**src/rtl/regfile_wb_arbiter_pkg.sv**
```systemverilog
// Shared definitions for the register-file writeback arbiter: default widths
// and the requester-ID encoding used for the round-robin state.
package regfile_wb_arbiter_pkg;

    localparam int DATA_W_DEF = 32;
    localparam int ADDR_W_DEF = 5;
    localparam int STALL_W    = 16;

    typedef enum logic {
        REQ_ALU = 1'b0,
        REQ_MEM = 1'b1
    } req_id_e;

endpackage

```
**src/rtl/wb_scoreboard.sv**
```systemverilog
// Pending-write scoreboard: one busy bit per register, set by issue and
// cleared by writeback, with two combinational query ports.
module wb_scoreboard
    import regfile_wb_arbiter_pkg::*;
#(
    parameter int ADDR_W = ADDR_W_DEF
) (
    input  logic              clk,
    input  logic              rst_n,
    input  logic              set_en,
    input  logic [ADDR_W-1:0] set_addr,
    input  logic              clr_en,
    input  logic [ADDR_W-1:0] clr_addr,
    input  logic [ADDR_W-1:0] rs_addr,
    input  logic [ADDR_W-1:0] rt_addr,
    output logic              rs_busy,
    output logic              rt_busy
);

    localparam int NREG = 1 << ADDR_W;

    logic [NREG-1:0] busy_q;
    logic [NREG-1:0] busy_d;

    // Clear is applied before set so a new producer issued on the same edge
    // as the older write retiring keeps the register marked pending.
    always_comb begin
        busy_d = busy_q;
        if (clr_en) begin
            busy_d[clr_addr] = 1'b0;
        end
        if (set_en && (set_addr != '0)) begin
            busy_d[set_addr] = 1'b1;
        end
        busy_d[0] = 1'b0;
    end

    always_ff @(posedge clk or negedge rst_n) begin
        if (!rst_n) begin
            busy_q <= '0;
        end else begin
            busy_q <= busy_d;
        end
    end

    assign rs_busy = busy_q[rs_addr];
    assign rt_busy = busy_q[rt_addr];

endmodule

```
**src/rtl/regfile_wb_arbiter.sv**
```systemverilog
// Two-requester (ALU / memory) writeback arbiter with a registered
// register-file write port, pending-write scoreboard and stall counter.
module regfile_wb_arbiter
    import regfile_wb_arbiter_pkg::*;
#(
    parameter int DATA_W = DATA_W_DEF,
    parameter int ADDR_W = ADDR_W_DEF
) (
    input  logic              clk,
    input  logic              rst_n,
    input  logic              alu_req,
    input  logic [ADDR_W-1:0] alu_addr,
    input  logic [DATA_W-1:0] alu_data,
    output logic              alu_gnt,
    input  logic              mem_req,
    input  logic [ADDR_W-1:0] mem_addr,
    input  logic [DATA_W-1:0] mem_data,
    output logic              mem_gnt,
    output logic              wr_en,
    output logic [ADDR_W-1:0] wr_addr,
    output logic [DATA_W-1:0] wr_data,
    input  logic              busy_set,
    input  logic [ADDR_W-1:0] busy_addr,
    input  logic [ADDR_W-1:0] rs_addr,
    input  logic [ADDR_W-1:0] rt_addr,
    output logic              rs_busy,
    output logic              rt_busy,
    output logic [15:0]       stall_cnt
);

    function automatic logic [STALL_W-1:0] sat_inc(input logic [STALL_W-1:0] v);
        if (v == {STALL_W{1'b1}}) begin
            return v;
        end
        return v + {{(STALL_W-1){1'b0}}, 1'b1};
    endfunction

    req_id_e             last_win_q, last_win_d;
    logic                wr_en_q, wr_en_d;
    logic [ADDR_W-1:0]   wr_addr_q, wr_addr_d;
    logic [DATA_W-1:0]   wr_data_q, wr_data_d;
    logic [STALL_W-1:0]  stall_cnt_q, stall_cnt_d;
    logic                alu_gnt_c, mem_gnt_c;
    logic [ADDR_W-1:0]   sel_addr;
    logic [DATA_W-1:0]   sel_data;
    logic                denied;

    // Grants look only at the requests and round-robin state; held off in reset.
    always_comb begin
        alu_gnt_c = 1'b0;
        mem_gnt_c = 1'b0;
        if (rst_n) begin
            if (alu_req && mem_req) begin
                if (last_win_q == REQ_ALU) begin
                    mem_gnt_c = 1'b1;
                end else begin
                    alu_gnt_c = 1'b1;
                end
            end else begin
                alu_gnt_c = alu_req;
                mem_gnt_c = mem_req;
            end
        end
    end

    always_comb begin
        sel_addr    = mem_gnt_c ? mem_addr : alu_addr;
        sel_data    = mem_gnt_c ? mem_data : alu_data;
        wr_en_d     = (alu_gnt_c || mem_gnt_c) && (sel_addr != '0);
        wr_addr_d   = wr_addr_q;
        wr_data_d   = wr_data_q;
        last_win_d  = last_win_q;
        denied      = (alu_req && !alu_gnt_c) || (mem_req && !mem_gnt_c);
        stall_cnt_d = denied ? sat_inc(stall_cnt_q) : stall_cnt_q;
        if (wr_en_d) begin
            wr_addr_d = sel_addr;
            wr_data_d = sel_data;
        end
        if (alu_req && mem_req) begin
            last_win_d = mem_gnt_c ? REQ_MEM : REQ_ALU;
        end
    end

    // Reset leaves last_win at ALU so memory takes the first contention.
    always_ff @(posedge clk or negedge rst_n) begin
        if (!rst_n) begin
            last_win_q  <= REQ_ALU;
            wr_en_q     <= 1'b0;
            wr_addr_q   <= '0;
            wr_data_q   <= '0;
            stall_cnt_q <= '0;
        end else begin
            last_win_q  <= last_win_d;
            wr_en_q     <= wr_en_d;
            wr_addr_q   <= wr_addr_d;
            wr_data_q   <= wr_data_d;
            stall_cnt_q <= stall_cnt_d;
        end
    end

    wb_scoreboard #(
        .ADDR_W (ADDR_W)
    ) u_scoreboard (
        .clk      (clk),
        .rst_n    (rst_n),
        .set_en   (busy_set),
        .set_addr (busy_addr),
        .clr_en   (wr_en_q),
        .clr_addr (wr_addr_q),
        .rs_addr  (rs_addr),
        .rt_addr  (rt_addr),
        .rs_busy  (rs_busy),
        .rt_busy  (rt_busy)
    );

    assign alu_gnt   = alu_gnt_c;
    assign mem_gnt   = mem_gnt_c;
    assign wr_en     = wr_en_q;
    assign wr_addr   = wr_addr_q;
    assign wr_data   = wr_data_q;
    assign stall_cnt = stall_cnt_q;

endmodule

```
**config.mk**
```make
export PLATFORM = sky130hd
export DESIGN_NAME = regfile_wb_arbiter
export DESIGN_NICKNAME = d
export VERILOG_FILES = /design/src/rtl/regfile_wb_arbiter_pkg.sv /design/src/rtl/wb_scoreboard.sv /design/src/rtl/regfile_wb_arbiter.sv
export SDC_FILE = /design/constraint.sdc
export NUM_CORES = 1
export LEC_CHECK = 0
export ABC_CLOCK_PERIOD_IN_PS = 3800
export CORE_MARGIN = 2
export CORE_UTILIZATION = 40
export DETAILED_ROUTE_END_ITERATION = 10
export GPL_TIMING_DRIVEN = 0
export PLACE_DENSITY = 0.71
export SYNTH_ARGS = -nofsm -noshare
export SYNTH_HDL_FRONTEND = slang
export SYNTH_HIERARCHICAL = 1
export SYNTH_SLANG_ARGS = --single-unit
```
**constraint.sdc**
```tcl
create_clock -name clk -period 3.8 [get_ports clk]
set_input_delay 0.76 -clock clk [delete_from_list [all_inputs] [get_ports clk]]
set_output_delay 0.76 -clock clk [all_outputs]
set_load 0.02 [all_outputs]
```
==> impl_metrics.json <==
{
  "cts_buffer_depth": 2,
  "ys_types": 47,
  "dpl.hpwl_um": 10100,
  "numCtsBuffers": 9,
  "drive_gt1_frac": 0.0896,
  "antenna_found_initial": 0,
  "synth_edf_count": 0,
  "critPathLaunchType": "primary input",
  "setup_viol": 0,
  "drc_errors": 0,
  "floorplan.initialDensity": 0.408,
  "final_cells": 768,
  "leakagePower_uw": 0.00282,
  "cp.arrival_ns": 2.89,
  "clkPwrFrac": 0.311,
  "clk_pin_slew_ns": 0.07,
  "synth_ff_type": "dfrtp_1",
  "dr_total_vias": 4250,
  "placedCellCount": 752,
  "first_pass_iters": 7,
  "grt_pass1_wl_um": 21900,
  "critPathMaxStageDelay_ns": 0.60,
  "die-area_um2": 12400,
  "async_flop_share": 1.00,
  "mostFrequentLayoutCell": "clkdlybuf4s50_1",
  "synth_nets": 557,
  "die_width_um": 111,
  "ys_ff_latch": 86,
  "ys.warnings.count": 6,
  "skew_ns": 0.00951,
  "avgSynthCellArea_um2": 9.99,
  "core_area_um2": 11300,
  "cts_sinks": 86,
  "power_density_nw_per_um2": 519,
  "fin_crit_ns": 3.65,
  "peakVddDrop_mv": 0.236,
  "grt_max_degree": 49,
  "final_util": 0.588,
  "io_pins": 152,
  "max_freq_ghz": 0.274,
  "crit_top_cell": "buf_4",
  "p_int_uw": 2390,
  "hold_class": "in2async",
  "p_total_uw": 3450,
  "netlist_instances": 462,
  "crit_family": "buffers and inverters",
  "hold_viol_final": 0,
  "area_delta_synth_final_pct": 44.1,
  "dr.first_iter.drc_count": 225,
  "first_global_vias": 4299,
  "cts_root_buffer": "clkbuf_16",
  "run_status": "finished clean",
  "dieHeight_um": 111,
  "crit_slowest_cell": "clkdlybuf4s50_1",
  "io_buffers": 146,
  "ant_nets": 0,
  "via_per_inst": 5.53,
  "diodes": 0,
  "worstMarginPinSlew_ns": 0.546,
  "hold_slack_ns": 0.290,
  "crit_path_cell_trace": "buf_8 -> buf_16 -> buf_2 -> nand3_1 -> buf_4 -> buf_4 -> inv_1 -> clkdlybuf4s50_1",
  "p_seq_frac": 0.391,
  "period_share": 0.960,
  "path_class": "in2out",
  "cp.required_ns": 3.04,
  "max_slew_margin": 0.633,
  "worstPathMaxFanout": 48,
  "final_cell_mix": "clkdlybuf4s50_1, dfrtp_1, o21ai_0",
  "place_congestion": 0.852,
  "grt_usage": 0.217,
  "wl_per_cell_um": 17.6,
  "finalNetCount": 715,
  "cap_violations": 0,
  "wirelength_um": 13500,
  "report.final.slew_viol_count": 0,
  "htreeDepth": 3,
  "clk_latency_ns": 0.34,
  "cts_setup_buffers": 0,
  "cts_tree": "yes",
  "ys_seq_area_frac": 0.466,
  "end_kind": "primary output",
  "syn_area_um2": 4620,
  "overflow": 0,
  "swShare": 0.308,
  "switchingPower_uw": 1060,
  "path_buf_inv": 7,
  "rows": 39,
  "comb_power_share": 0.298
}
-- synth_stat cells (6+ instances only) --
library cell,n,share of area
nor2_1,48,0.039
mux2i_1,57,0.12
nand2_1,19,0.015
nand3_1,20,0.022
nand3b_1,10,0.016
buf_2,11,0.012
inv_1,10,0.0081
o21ai_0,66,0.072
mux4_2,6,0.029
a21oi_1,42,0.046
dfrtp_1,86,0.47
-- metal layers --
layer / wire length [um] / global-route usage / vias up
met5: 0 / 0 / -
met4: 161 / 0.0535 / 0
met3: 882 / 0.0484 / 13
met2: 6890 / 0.372 / 158
met1: 5600 / 0.279 / 2085
li1: - / - / 1994
-- state kept, by name, summed over array words and instances (netlist names) --
register	cells
wr_addr	5
wr_en	1
u_scoreboard/busy_q	31
last_win_q	1
wr_data	32
stall_cnt	16
-- cells by family after synthesis --
family | synth area share
AOI/OAI and AO/OA | 0.163
and+or+nand+nor | 0.152
DFF | 0.466
muxes | 0.160
buffers and inverters | 0.0388
xor gates and xnor gates | 0.0171
adders and majority gates | 0.00271
-- area by class of cell --
type	instances	area, um2
fillers	1013	4670
repair buffers	147	1490
flip-flops and latches	86	2150
well taps	143	179
inverters	10	37.5
plain buffers	20	141
clock inverters	6	134
multi-input cells	346	2280
clock buffers	10	229
-- power by group through the flow --
| stage | Combinational, uW | Sequential [uW] | Clock, uW |
|---|---|---|---|
| finish | 1030 | 1350 | 1070 |
| global route | 1120 | 1380 | 1130 |
| CTS | 1030 | 1350 | 1090 |
| detailed placement | 1030 | 1360 | 0 |
| global placement | 1000 | 1340 | 0 |
| floorplan | 459 | 1430 | 0 |
-- metrics by stage --
step / TNS, ns / setup WS [ns] / area [um2]
finish: 0 / 0.152 / 6650
global route: -0.00441 / -0.00441 / 6650
CTS: 0 / 0.0603 / 6650
detailed placement: -0.0799 / -0.0799 / 6280
global placement: -212.84 / -2.91 / 6260
floorplan: 0 / 1.15 / 4620
-- what timing repair did --
action | in CTS | in global routing
gates resized for setup | 1 | 2
endpoints found under the setup margin | 1 | 1
hold buffers | 0 | 0
-- worst register-to-register path: cells and delay by family, from the launching register on --
| kind | cells | cell delay, ns |
|---|---|---|
| and+or+nand+nor | 2 | 0.45 |
| DFF | 1 | 0.42 |
| AOI/OAI and AO/OA | 1 | 0.34 |
| adders and majority gates | 1 | 0.18 |
| muxes | 1 | 0.38 |
-- worst paths after layout --
| check | from | to | slack, ns | cells after the start |
|---|---|---|---|---|
| max in group asynchronous | rst_n | stall_cnt[13] | 2.96 | 2 |
| min | rst_n | u_scoreboard/busy_q[8] | 0.29 | 1 |
| max | rst_n | mem_gnt | 0.15 | 8 |
| min reg2reg | stall_cnt[3] | stall_cnt[3] | 0.52 | 1 |
| max reg2reg | stall_cnt[0] | stall_cnt[1] | 1.90 | 5 |
| min in group clk | stall_cnt[3] | stall_cnt[3] | 0.52 | 1 |
Note: power is estimated with default switching activity, not from simulation.
